===== src/rtl/fetch_sequencer_if.sv =====
// Fetch-stage bundle: instruction-memory request/ack, redirect from execute,
// and the decode-facing instruction queue head. The sequencer uses the
// master side, memory/decode/execute models use the slave side.
interface fetch_sequencer_if;
   logic        stall;
   logic        redirect_valid;
   logic [31:0] redirect_addr;
   logic        imem_req;
   logic [31:0] imem_addr;
   logic        imem_ack;
   logic [31:0] imem_rdata;
   logic        instr_valid;
   logic [31:0] instr;
   logic [31:0] instr_pc;
   logic        fault;

   modport master (
      input  stall, redirect_valid, redirect_addr, imem_ack, imem_rdata,
      output imem_req, imem_addr, instr_valid, instr, instr_pc, fault
   );

   modport slave (
      output stall, redirect_valid, redirect_addr, imem_ack, imem_rdata,
      input  imem_req, imem_addr, instr_valid, instr, instr_pc, fault
   );
endinterface


===== src/rtl/fetch_sequencer.sv =====
// Fetch sequencer: owns the PC, issues word fetches, queues 2 instructions to decode.
// Latency: instr_valid 1 cycle after the acking edge; 1 instr/cycle with same-cycle ack.
// Backpressure: stall holds the queue; no new request unless a slot is free next edge.
// Optional FETCH_SEQ_TIMEOUT_EN: request-wait timeout raising a sticky fault and halting.
module fetch_sequencer #(
   parameter logic [31:0] RESET_VEC = 32'h0000_0000
`ifdef FETCH_SEQ_TIMEOUT_EN
   , parameter int unsigned TIMEOUT = 16
`endif
) (
   input  logic              clk,
   input  logic              rst,
   fetch_sequencer_if.master bus
);

   typedef enum logic [1:0] {IDLE, REQ, DISCARD, HALT} state_t;

   state_t      state, state_nxt;
   logic [31:0] pc, pc_nxt;
   logic [31:0] hold_addr;     // address of the request being drained in DISCARD
   logic [1:0]  cnt;
   logic [1:0]  cnt_after;     // occupancy at next edge, ignoring flush
   logic [31:0] q0_ins, q0_pc, q1_ins, q1_pc;
   logic        push, pop, flush, timeout_hit;

   // Queue traffic this cycle; a redirect overrides the push of acked data.
   always_comb begin
      pop       = (cnt != 2'd0) && !bus.stall;
      push      = (state == REQ) && bus.imem_ack && !bus.redirect_valid;
      cnt_after = cnt + {1'b0, push} - {1'b0, pop};
   end

   // Next state and next PC; redirect has priority over everything but HALT.
   always_comb begin
      state_nxt = state;
      pc_nxt    = pc;
      case (state)
         IDLE: begin
            if (bus.redirect_valid) begin
               state_nxt = REQ;
               pc_nxt    = bus.redirect_addr;
            end else if (cnt_after <= 2'd1) begin
               state_nxt = REQ;
            end
         end
         REQ: begin
            if (bus.redirect_valid) begin
               pc_nxt    = bus.redirect_addr;
               state_nxt = bus.imem_ack ? REQ : DISCARD;
            end else if (bus.imem_ack) begin
               pc_nxt    = pc + 32'd1;
               state_nxt = (cnt_after <= 2'd1) ? REQ : IDLE;
            end
         end
         DISCARD: begin
            if (bus.redirect_valid) pc_nxt = bus.redirect_addr;
            if (bus.imem_ack)       state_nxt = REQ;
         end
         default: ;
      endcase
      if (timeout_hit) state_nxt = HALT;
      flush = (bus.redirect_valid && (state != HALT)) || (state_nxt == HALT);
   end

   // State, PC and the held address of a request that must be drained.
   always_ff @(posedge clk) begin
      if (!rst) begin
         state     <= IDLE;
         pc        <= RESET_VEC;
         hold_addr <= RESET_VEC;
      end else begin
         state <= state_nxt;
         pc    <= pc_nxt;
         if ((state == REQ) && bus.redirect_valid && !bus.imem_ack) hold_addr <= pc;
      end
   end

   // Two-entry instruction queue, head in q0.
   always_ff @(posedge clk) begin
      if (!rst) begin
         cnt    <= 2'd0;
         q0_ins <= 32'd0;
         q0_pc  <= 32'd0;
         q1_ins <= 32'd0;
         q1_pc  <= 32'd0;
      end else if (flush) begin
         cnt <= 2'd0;
      end else begin
         cnt <= cnt_after;
         case ({push, pop})
            2'b10: begin
               if (cnt == 2'd0) begin
                  q0_ins <= bus.imem_rdata;
                  q0_pc  <= pc;
               end else begin
                  q1_ins <= bus.imem_rdata;
                  q1_pc  <= pc;
               end
            end
            2'b01: begin
               q0_ins <= q1_ins;
               q0_pc  <= q1_pc;
            end
            2'b11: begin
               if (cnt == 2'd1) begin
                  q0_ins <= bus.imem_rdata;
                  q0_pc  <= pc;
               end else begin
                  q0_ins <= q1_ins;
                  q0_pc  <= q1_pc;
                  q1_ins <= bus.imem_rdata;
                  q1_pc  <= pc;
               end
            end
            default: ;
         endcase
      end
   end

   // Memory request and decode-facing outputs.
   always_comb begin
      bus.imem_req    = (state == REQ) || (state == DISCARD);
      bus.imem_addr   = (state == DISCARD) ? hold_addr : pc;
      bus.instr_valid = (cnt != 2'd0);
      bus.instr       = q0_ins;
      bus.instr_pc    = q0_pc;
   end

`ifdef FETCH_SEQ_TIMEOUT_EN
   logic [31:0] wait_cnt;
   logic        fault_q;

   // Timeout fires on the edge that ends the TIMEOUT-th unacked request cycle.
   always_comb begin
      timeout_hit = bus.imem_req && !bus.imem_ack && (wait_cnt == TIMEOUT - 1);
   end

   // Wait counter clears whenever no request is pending or it completes.
   always_ff @(posedge clk) begin
      if (!rst) begin
         wait_cnt <= 32'd0;
         fault_q  <= 1'b0;
      end else begin
         if (timeout_hit) fault_q <= 1'b1;
         if (!bus.imem_req || bus.imem_ack) wait_cnt <= 32'd0;
         else                               wait_cnt <= wait_cnt + 32'd1;
      end
   end

   assign bus.fault = fault_q;
`else
   // Without the timeout requests wait indefinitely and HALT is unreachable.
   always_comb begin
      timeout_hit = 1'b0;
   end

   assign bus.fault = 1'b0;
`endif

endmodule


===== src/flat_wrapper.sv =====
// flat-port wrapper written by rule: the top's interface ports become plain ports
module fetch_sequencer_flat 
#(
   parameter logic [31:0] RESET_VEC = 32'h0000_0000

)
  (clk, rst, bus_stall, bus_redirect_valid, bus_redirect_addr, bus_imem_ack, bus_imem_rdata, bus_imem_req, bus_imem_addr, bus_instr_valid, bus_instr, bus_instr_pc, bus_fault);
  fetch_sequencer_if bus_i ();
  input  logic clk;
  input  logic rst;
  input wire logic [$bits(bus_i.stall)-1:0] bus_stall;
  input wire logic [$bits(bus_i.redirect_valid)-1:0] bus_redirect_valid;
  input wire logic [$bits(bus_i.redirect_addr)-1:0] bus_redirect_addr;
  input wire logic [$bits(bus_i.imem_ack)-1:0] bus_imem_ack;
  input wire logic [$bits(bus_i.imem_rdata)-1:0] bus_imem_rdata;
  output wire logic [$bits(bus_i.imem_req)-1:0] bus_imem_req;
  output wire logic [$bits(bus_i.imem_addr)-1:0] bus_imem_addr;
  output wire logic [$bits(bus_i.instr_valid)-1:0] bus_instr_valid;
  output wire logic [$bits(bus_i.instr)-1:0] bus_instr;
  output wire logic [$bits(bus_i.instr_pc)-1:0] bus_instr_pc;
  output wire logic [$bits(bus_i.fault)-1:0] bus_fault;
  assign bus_i.stall = bus_stall;
  assign bus_i.redirect_valid = bus_redirect_valid;
  assign bus_i.redirect_addr = bus_redirect_addr;
  assign bus_i.imem_ack = bus_imem_ack;
  assign bus_i.imem_rdata = bus_imem_rdata;
  assign bus_imem_req = bus_i.imem_req;
  assign bus_imem_addr = bus_i.imem_addr;
  assign bus_instr_valid = bus_i.instr_valid;
  assign bus_instr = bus_i.instr;
  assign bus_instr_pc = bus_i.instr_pc;
  assign bus_fault = bus_i.fault;
  fetch_sequencer #(.RESET_VEC(RESET_VEC)) u_core (.clk(clk), .rst(rst), .bus(bus_i));
endmodule

===== config.mk =====
export PLATFORM = sky130hd
export DESIGN_NAME = fetch_sequencer_flat
export DESIGN_NICKNAME = d
export VERILOG_FILES = /design/src/rtl/fetch_sequencer_if.sv /design/src/rtl/fetch_sequencer.sv /design/src/flat_wrapper.sv
export SDC_FILE = /design/constraint.sdc
export NUM_CORES = 1
export LEC_CHECK = 0
export CAP_MARGIN = 20
export CORE_MARGIN = 2
export CORE_UTILIZATION = 49
export CTS_BUF_LIST = sky130_fd_sc_hd__clkbuf_8
export DETAILED_ROUTE_END_ITERATION = 16
export GPL_TIMING_DRIVEN = 1
export PLACE_DENSITY = 0.79
export SLEW_MARGIN = 20
export SYNTH_ARGS = -nofsm -noshare
export SYNTH_HDL_FRONTEND = slang
export SYNTH_SLANG_ARGS = --single-unit

===== constraint.sdc =====
create_clock -name clk -period 1.9 [get_ports clk]
set_input_delay 0.38 -clock clk [delete_from_list [all_inputs] [get_ports clk]]
set_output_delay 0.38 -clock clk [all_outputs]
set_load 0.1 [all_outputs]

==> results of run 1 <==
## routing by layer
metal  track usage [%]  vias up
met5                 0        -
li1                  -     4367
met4             10.16        0
met1             36.88     4796
met3             6.148      233
met2             47.27      764
## cells by family (layout without fill, tap and decap cells)
logic type               Yosys count  after routing
flip-flops                       196            196
multiplexers                      95             95
adder cells (fa/ha/maj)            7              7
buffers and inverters            112            393
AND/OR/NAND/NOR                  400            401
other                              1              1
AO/OA/AOI/OAI                    275            276
XOR/XNOR                           2              2
## power breakdown
part | switching [mW] | total [mW] | internal, mW
Sequential | 0.190 | 4.47 | 4.29
Combinational | 2.34 | 3.86 | 1.52
Clock | 1.50 | 2.48 | 0.983
Total | 4.03 | 10.8 | 6.79
## registers in the layout, summed over array words and instances (netlist names), named ones only
signal	count
u_core.bus.instr_pc	32
u_core.bus.instr	32
u_core.q1_pc	32
u_core.pc	32
u_core.hold_addr	32
u_core.q1_ins	32
u_core.cnt	2
## worst max-delay path by stage
stage / start / slack (ns) / cells past startpoint / to
finish: flop / -0.37 / 9 / u_core.pc[8]
CTS: flop / -0.34 / 6 / bus_imem_addr[10]
global placement: bus_stall / -0.37 / 9 / flop
global route: flop / -0.42 / 5 / bus_imem_addr[12]
floorplan: flop / -0.03 / 5 / bus_imem_addr[23]
detailed placement: bus_stall / -0.43 / 9 / flop
## placed cells by master (no fill, tap or decap), drive strengths merged, types with 3 or more instances in the layout
cell / instances
and4: 6
clkinv: 3
o211ai: 4
a211oi: 71
buf: 269
a21oi: 125
nand4: 11
nor4: 7
nand3: 11
o21ai: 21
o221a: 4
or4: 3
o21a: 5
and2: 8
mux2i: 63
and3: 9
dfxtp: 196
nand2: 227
clkbuf: 40
a31oi: 8
nor2: 95
nor3: 14
o22ai: 3
a211o: 4
clkdlybuf4s50: 68
o31a: 4
inv: 10
mux2: 32
o31ai: 3
a311oi: 4
ha: 7
## timing repair
item	in CTS	in global routing
gates cloned	19	29
pin swaps	24	103
buffers inserted	18	29
resized for setup	68	177
setup endpoints to repair	128	191
## stage by stage
step	power, mW	hold WS, ns	std cells
final	10.82	0.4584	1605
after global routing	11.09	0.4686	1605
after CTS	10.27	0.4591	1553
after detailed placement	7.652	0.4439	1488
after global placement	7.619	0.4379	1488
after floorplan	6.480	0.4329	1088
## area by class of cell
cell class | count | area (sq um) | share of cell area, %
Inverter | 7 | 33.78 | 0.2263
Multi-Input combinational cell | 782 | 5530 | 37.05
Timing Repair Buffer | 358 | 4810 | 32.22
Clock inverter | 8 | 55.05 | 0.3688
Tap cell | 234 | 292.8 | 1.962
Clock buffer | 20 | 275.3 | 1.844
Sequential cell | 196 | 3929 | 26.32
## critical path, delay by kind of cell, from the launching register on
kind	cells	cell delay, ns
AO/OA/AOI/OAI	2	0.46
adder cells (fa/ha/maj)	1	0.27
buffers and inverters	5	0.76
flip-flops	1	0.37
AND/OR/NAND/NOR	1	0.29
==> reports/results.txt, run 1 <==
The run finished, with violations left. The checks that failed: negative setup slack. Using the TritonRoute via totals, the vias-per-cell ratio works out to 6.330. Entering global routing, the biggest net connects 55 pins. The number of global-route vias before repair is 8880, and the cell area after layout is 0.01493 sq mm. For this design the top-level I/O count stands at 168. The minimum setup slack in the final design is -0.3734 ns. Predominant post-synthesis flop cell: sky130_fd_sc_hd__dfxtp_1. CTS saw 196 sinks. For this design, the CTS-stage hold fixing added 0 buffers. In the synthesized netlist, the number of instances is 1088.

Measured in cells, the most critical reg-to-reg path has a length of 9. Global routing used 28.55% of the available tracks across all layers. For the initial antenna violation count, the log shows 0. During synthesis, Yosys emitted a total of 0 warnings. Summed over all layers, the routed wires come to 37.61 mm. The largest single stage delay on the critical path is 0.37 ns. The worst hold path belongs to the class reg -> reg.

The endpoint identified for the worst register-to-register timing path is u_core.pc[8]. Along the worst path, the maximum fanout reaches 18. Library cell with the highest instance count after synthesis: sky130_fd_sc_hd__nand2_1. Before CTS, the worst setup slack after placement is -0.4330 ns.

The tool flagged a number of max-cap violations equal to 0. The worst endpoint data arrival time is 2.63 ns, and the deepest level of the CTS H-tree is 4. The later pin in the worst-skew pair is clocked with a latency of 0.48 ns. At the end of routability-driven placement, the weighted congestion stood at 0.9125. In the detailed route, the total length drawn on met3 is 3.532 mm. For the setup slack of the worst register-to-register path, the log shows -0.37 ns.

For the count of endpoints failing hold in the final timing report, the log shows 0. The detailed router finished its first iteration with 1059 violations. For the final routed database, the setup TNS stands at -34.33 ns. Detailed routing placed a total of 17.77 mm of wire on met2.

After floorplanning, the core was divided into 50 placement rows. For this run, design rule violations remaining after detail routing come to 0. The root buffer cell chosen for the clock tree is sky130_fd_sc_hd__clkbuf_8. Yosys attributes the largest share of cell area to sky130_fd_sc_hd__dfxtp_1 43%, sky130_fd_sc_hd__nand2_1 9.2%, sky130_fd_sc_hd__mux2i_1 6.8%. Via count: 10.16k. Of the total synthesized cell area, the portion taken by XOR and XNOR cells is 0.1902%. The fraction of final layout cells sized beyond drive strength 1 works out to 37.49%.

The total overflow left after global routing is 0. The combinational family with the most area after synthesis was compound AO/OA/AOI/OAI gates. The final clock skew was 0.01406 ns; the netlist area before placement was 0.009210 sq mm. The layout overhead on the synthesized area was 62.06%. In this run the vertical extent of the chip is 141.1 um. In this run the most critical hold path is launched from u_core.q1_pc[25].

The highest routing layer actually used is met4. In the final routed layout, each cell accounts on average for 23.43 um. Timing would allow up to 0.4399 GHz. The compound-gate portion of the synthesized area was 19.64%; the largest buffer count on any clock path was 2. The signal on the critical path passes through buf_4 > buf_6 > ha_1 > buf_12 > or2_4 > buf_6 > buf_4 > o21ai_0 > a21oi_1. The tools report the number of iterations in the first detailed-routing pass as 6.

The full die area was 0.01991 sq mm. The start-to-end type of the worst setup path is reg -> reg. For the worst setup path, the data required time is 2.26 ns.

Once detail routing completed, the nets flagged for antenna violations numbered 0. Mean area per synthesized cell: 8.465 sq um. The worst setup path is captured at a flop. The tools report the TritonCTS buffer count as 17.

The first global-routing pass estimated 45.62 mm of wire. Counting I/O delays and the setup requirement, the final critical path takes 2.273 ns. The worst setup path is launched from a flop.

Summing all placed instances gives a cell area of 0.01222 sq mm. Setup violations remaining at the end of the flow were counted as 196. The commonest cells after synthesis are 226 x sky130_fd_sc_hd__nand2_1, 196 x sky130_fd_sc_hd__dfxtp_1, 124 x sky130_fd_sc_hd__a21oi_1, 92 x sky130_fd_sc_hd__nor2_1, 63 x sky130_fd_sc_hd__mux2i_1. Number of cells on the worst hold path: 2.

The worst-case IR drop observed on VDD is 0.4847 mV. Number of antenna diodes: 0. The count of state elements after synthesis came out at 196. The share of synthesized area spent on multiplexers is 10.76%. The logs give 13.78 mm for the total routed wire length on the met1 layer and 1164 for the synthesized net count. For this design, the slowest cell found on the critical path is sky130_fd_sc_hd__dfxtp_4. Number of port buffers: 166. Setup repair after global routing could not meet its margin everywhere.

The final layout contains 1438 nets. For hold timing, the worst endpoint is u_core.q1_pc[25]. Counting distinct cell types in the post-synthesis netlist gives 74. Slew at the pin closest to its max-slew limit: 0.5604 ns.

The leading area contributor after synthesis was sky130_fd_sc_hd__dfxtp_1. Of the available clock period, the critical path in the final layout requires 119.7%. After legalization and detailed placement, the total HPWL measured 17.58 mm.

The region available for standard cell placement spans 0.01858 sq mm. In this run, synthesis inferred 0 flip-flops with an integrated enable. In this run the power density over the cells is 724.6 mW/mm^2. The logs give 5.521 nW for the static leakage and 62.59% for the relative max-transition margin.

Once layout is complete, the utilization of the core stands at 80.33%. Summing the areas of all fa, ha and maj instances in the mapped netlist gives 0.9510% of the synthesized area. The layout has 1021 filler cells. The tools report the sequential-to-total area share from yosys stat as 42.60%. In this run the horizontal extent of the chip is 141.1 um. The fraction of the mapped netlist area in simple logic gates was 19.44%. The clock-pin slew of the registers on the worst-case setup and hold paths works out to 0.10 ns.

The final-report max-slew violation count is 0, and the area fraction of the dominant cell type after synthesis is 42.60%. TritonCTS built the clock tree. Once the floorplan was initialized, standard cells occupied 49.57% of the core.

Counting flops with an async set or reset pin after synthesis yields a share of 0%.
No activity file was read; power rests on OpenSTA's default activity.
==> inputs of run 2 (changes only) <==
CAP_MARGIN = default   (was 20)
CTS_CLUSTER_DIAMETER = 120   (was default)
==> results of run 2 <==
Final layout, timing and power as in run 1 (identical DEF).
==> inputs of run 3 (changes only) <==
CTS_CLUSTER_SIZE = 14   (was default)
GPL_TIMING_DRIVEN = 0   (was 1)
==> reports/results.txt, run 3 (synthesized netlist as in run 1, its figures left out) <==
The flow ran to the end, but the final reports show violations. The checks that failed: negative setup slack. The tools report the number of standard cells in the final layout excluding fillers as 1572 (-2.1%). The static leakage is 4.847 nW (-12%).

For the final wirelength, the log shows 31.60 mm (-16%). Cell row count: 50 (unchanged). The routed length per instance was 20.10 um (-14%); the layout overhead on the synthesized area was 49.14%. The data required time of the worst path was 1.52 ns (-0.74 ns); the total power of the final layout was 10.63 mW (-1.8%). The time the final worst path needs with I/O delays and setup was 2.381 ns (+0.1073 ns); the remaining antenna violation count was 0 (unchanged). The fraction of final layout cells sized beyond drive strength 1 is 32.06% (-5.4 points), and the final weighted congestion in routability-driven placement is 0.9470 (+3.8%). Wire length on met3: 3.205 mm (-9.3%). The TritonCTS buffer count is 17 (unchanged), and the ratio of routed vias to standard cells is 5.972 (-5.7%). The final-report max-slew violation count came out at 0 (unchanged). The number of antenna diodes is 0 (unchanged), and the number of I/O pins is 168 (unchanged). The highest metal layer carrying signal wires in the routed design is met4. The tools report the full die area as 0.01991 sq mm (unchanged). The tightest hold margin is 0.4592 ns (+0.0008240 ns).

The worst setup path is of the reg -> out kind. The horizontal die dimension is 141.1 um (unchanged). The minimum setup slack in the final design came out at -0.4807 ns (-0.1073 ns). The worst slack after detailed placement came out at -1.045 ns (-0.6119 ns). The logs give 1401 (-2.6%) for the total number of nets in the final design and 0.5087 mV (+4.9%) for the worst supply voltage drop on vdd. The number of port buffers is 166 (unchanged). Leaving out fill and tap cells, the most frequent cell in the layout is sky130_fd_sc_hd__nand2_1.

The number of buffers inserted for hold repair after clock tree synthesis is 0 (unchanged), and the power density normalized to cell area is 773.6 mW/mm^2 (+6.8%). Latest clock arrival within the worst-skew pair: 0.48 ns (about the same). The worst endpoint data arrival time was 2.00 ns (-0.63 ns); the overall fraction of global-route tracks in use was 30.08% (+1.5 points).

TritonCTS built the clock tree. First-iteration detailed-routing DRC count: 1107 (+4.5%). The core area was 0.01858 sq mm (unchanged). The run gives 19.28 mm (+9.6%) as the detailed-placement wirelength estimate.

The starting density of the core is 49.57% (unchanged), and the final clock skew is 0.009078 ns (-0.004980 ns). Largest net degree at the start of global routing: 17 (-69%). The vertical die dimension was 141.1 um (unchanged); the via count was 9388 (-7.6%). The number of clock sinks seen by CTS is 196 (unchanged).

The final-report setup violation count is 187 (-4.6%). For the post-route DRC violation count, the log shows 0 (unchanged). Leaving out fill and tap cells, the most frequent cells in the layout are 193 x sky130_fd_sc_hd__nand2_1, 188 x sky130_fd_sc_hd__dfxtp_1, 111 x sky130_fd_sc_hd__a21oi_1, 91 x sky130_fd_sc_hd__nor2_1, 67 x sky130_fd_sc_hd__clkdlybuf4s50_1.

The run gives 0 (unchanged) as the initial antenna violation count. The largest buffer count on any clock path was 2 (unchanged). The clock-pin slew of the registers on the worst-case setup and hold paths came out at 0.10 ns (about the same).

The highest achievable clock rate is 0.4200 GHz (-4.5%). For the deepest level of the CTS H-tree, the log shows 4 (unchanged). The largest driver fanout on the critical path is 5 (-13). Setup repair after global routing could not meet its margin everywhere. The number of iterations in the first detailed-routing pass is 7 (+1), and the slew at the pin closest to its max-slew limit is 0.8467 ns (+0.2863 ns). The tools report the relative max-transition margin as 43.55% (-19 points).

The total routed wire length on the met1 layer was 12.41 mm (-9.9%). The kind of path behind the tightest hold check is reg -> reg. Overall overflow remaining after global route: 0 (unchanged). The tools report the routed length on met2 as 14.58 mm (-18%). The nature of the critical path endpoint was an output pin. Clock tree synthesis selected as its root buffer the cell sky130_fd_sc_hd__clkbuf_8. Final period utilization: 125.3% (+5.6 points). Launching element type of the critical path: a flop. The number of global-route vias before repair is 8888 (+0.090%), and the post-placement cell count is 1488 (unchanged).

For the global-route wire length before repair, the log shows 47.41 mm (+3.9%). The count of endpoints failing hold in the final timing report was 0 (unchanged). The tools report the total of max-cap violations as 0 (unchanged).
run 3: changes by cell type in the layout (fill, tap and decap cells not counted), sizes merged, moves of 2 or more:
cell           change
buf              -118
bufinv             +2
clkbuf            +22
clkdlybuf4s15     +64
run 3: stage by stage:
step | TNS (ns) | cell area, sq um | utilization, %
2_1_floorplan | -0.7396 | 9241 | -
3_3_place_gp | -121.05 | 11200 | 60.26
3_5_place_dp | -125.25 | 11200 | 60.26
4_1_cts | -22.77 | 13290 | 71.50
5_1_grt | -33.37 | 13740 | 73.93
6_report | -22.69 | 13740 | 73.93
run 3: metal layers:
metal  vias to the layer above  GRT usage [%]
met3                       152          6.114
met5                         -              0
met4                         0          12.11
li1                       4286              -
met2                       635          49.23
met1                      4315          38.96
run 3: path summary, 6_finish.rpt:
check        cells past startpoint                 to         startpoint  slack, ns
max                              7  bus_imem_addr[19]               flop      -0.48
min                              2  u_core.q1_ins[24]  u_core.q1_ins[24]       0.46
max reg2reg                     11      u_core.pc[19]               flop      -0.16
min reg2reg                      2  u_core.q1_ins[24]  u_core.q1_ins[24]       0.46
run 3: layout make-up:
cell class | count | area (sq um)
multi-input cells | 780 | 5269
fillers | 1240 | 4845
plain buffers | 101 | 909.6
clock inverters | 10 | 118.9
clock buffers | 22 | 302.8
repair buffers | 222 | 2872
inverters | 7 | 32.53
flip-flops and latches | 196 | 3939
well taps | 234 | 292.8
run 3: timing repair:
item / 4_1_cts / 5_1_grt
pin swaps: 29 / 29
setup endpoints to repair: 287 / 226
gates resized for setup: 702 / 104
hold endpoints to repair: 0 / 0
buffers inserted: 29 / 12
cloned: 14 / 4
run 3: power breakdown:
group          switching, mW  internal, mW  total (mW)
sequential             0.162          4.29        4.45
clock                   1.54          1.36        2.90
combinational           2.16          1.12        3.28
run 3: critical path, stage by stage (launching register included):
cell                      delay (ns)
sky130_fd_sc_hd__dfxtp_4        0.39
sky130_fd_sc_hd__inv_4          0.04
sky130_fd_sc_hd__ha_4           0.18
sky130_fd_sc_hd__buf_12         0.14
sky130_fd_sc_hd__buf_12         0.13
sky130_fd_sc_hd__buf_16         0.14
sky130_fd_sc_hd__mux2_4         0.32
sky130_fd_sc_hd__buf_12         0.17
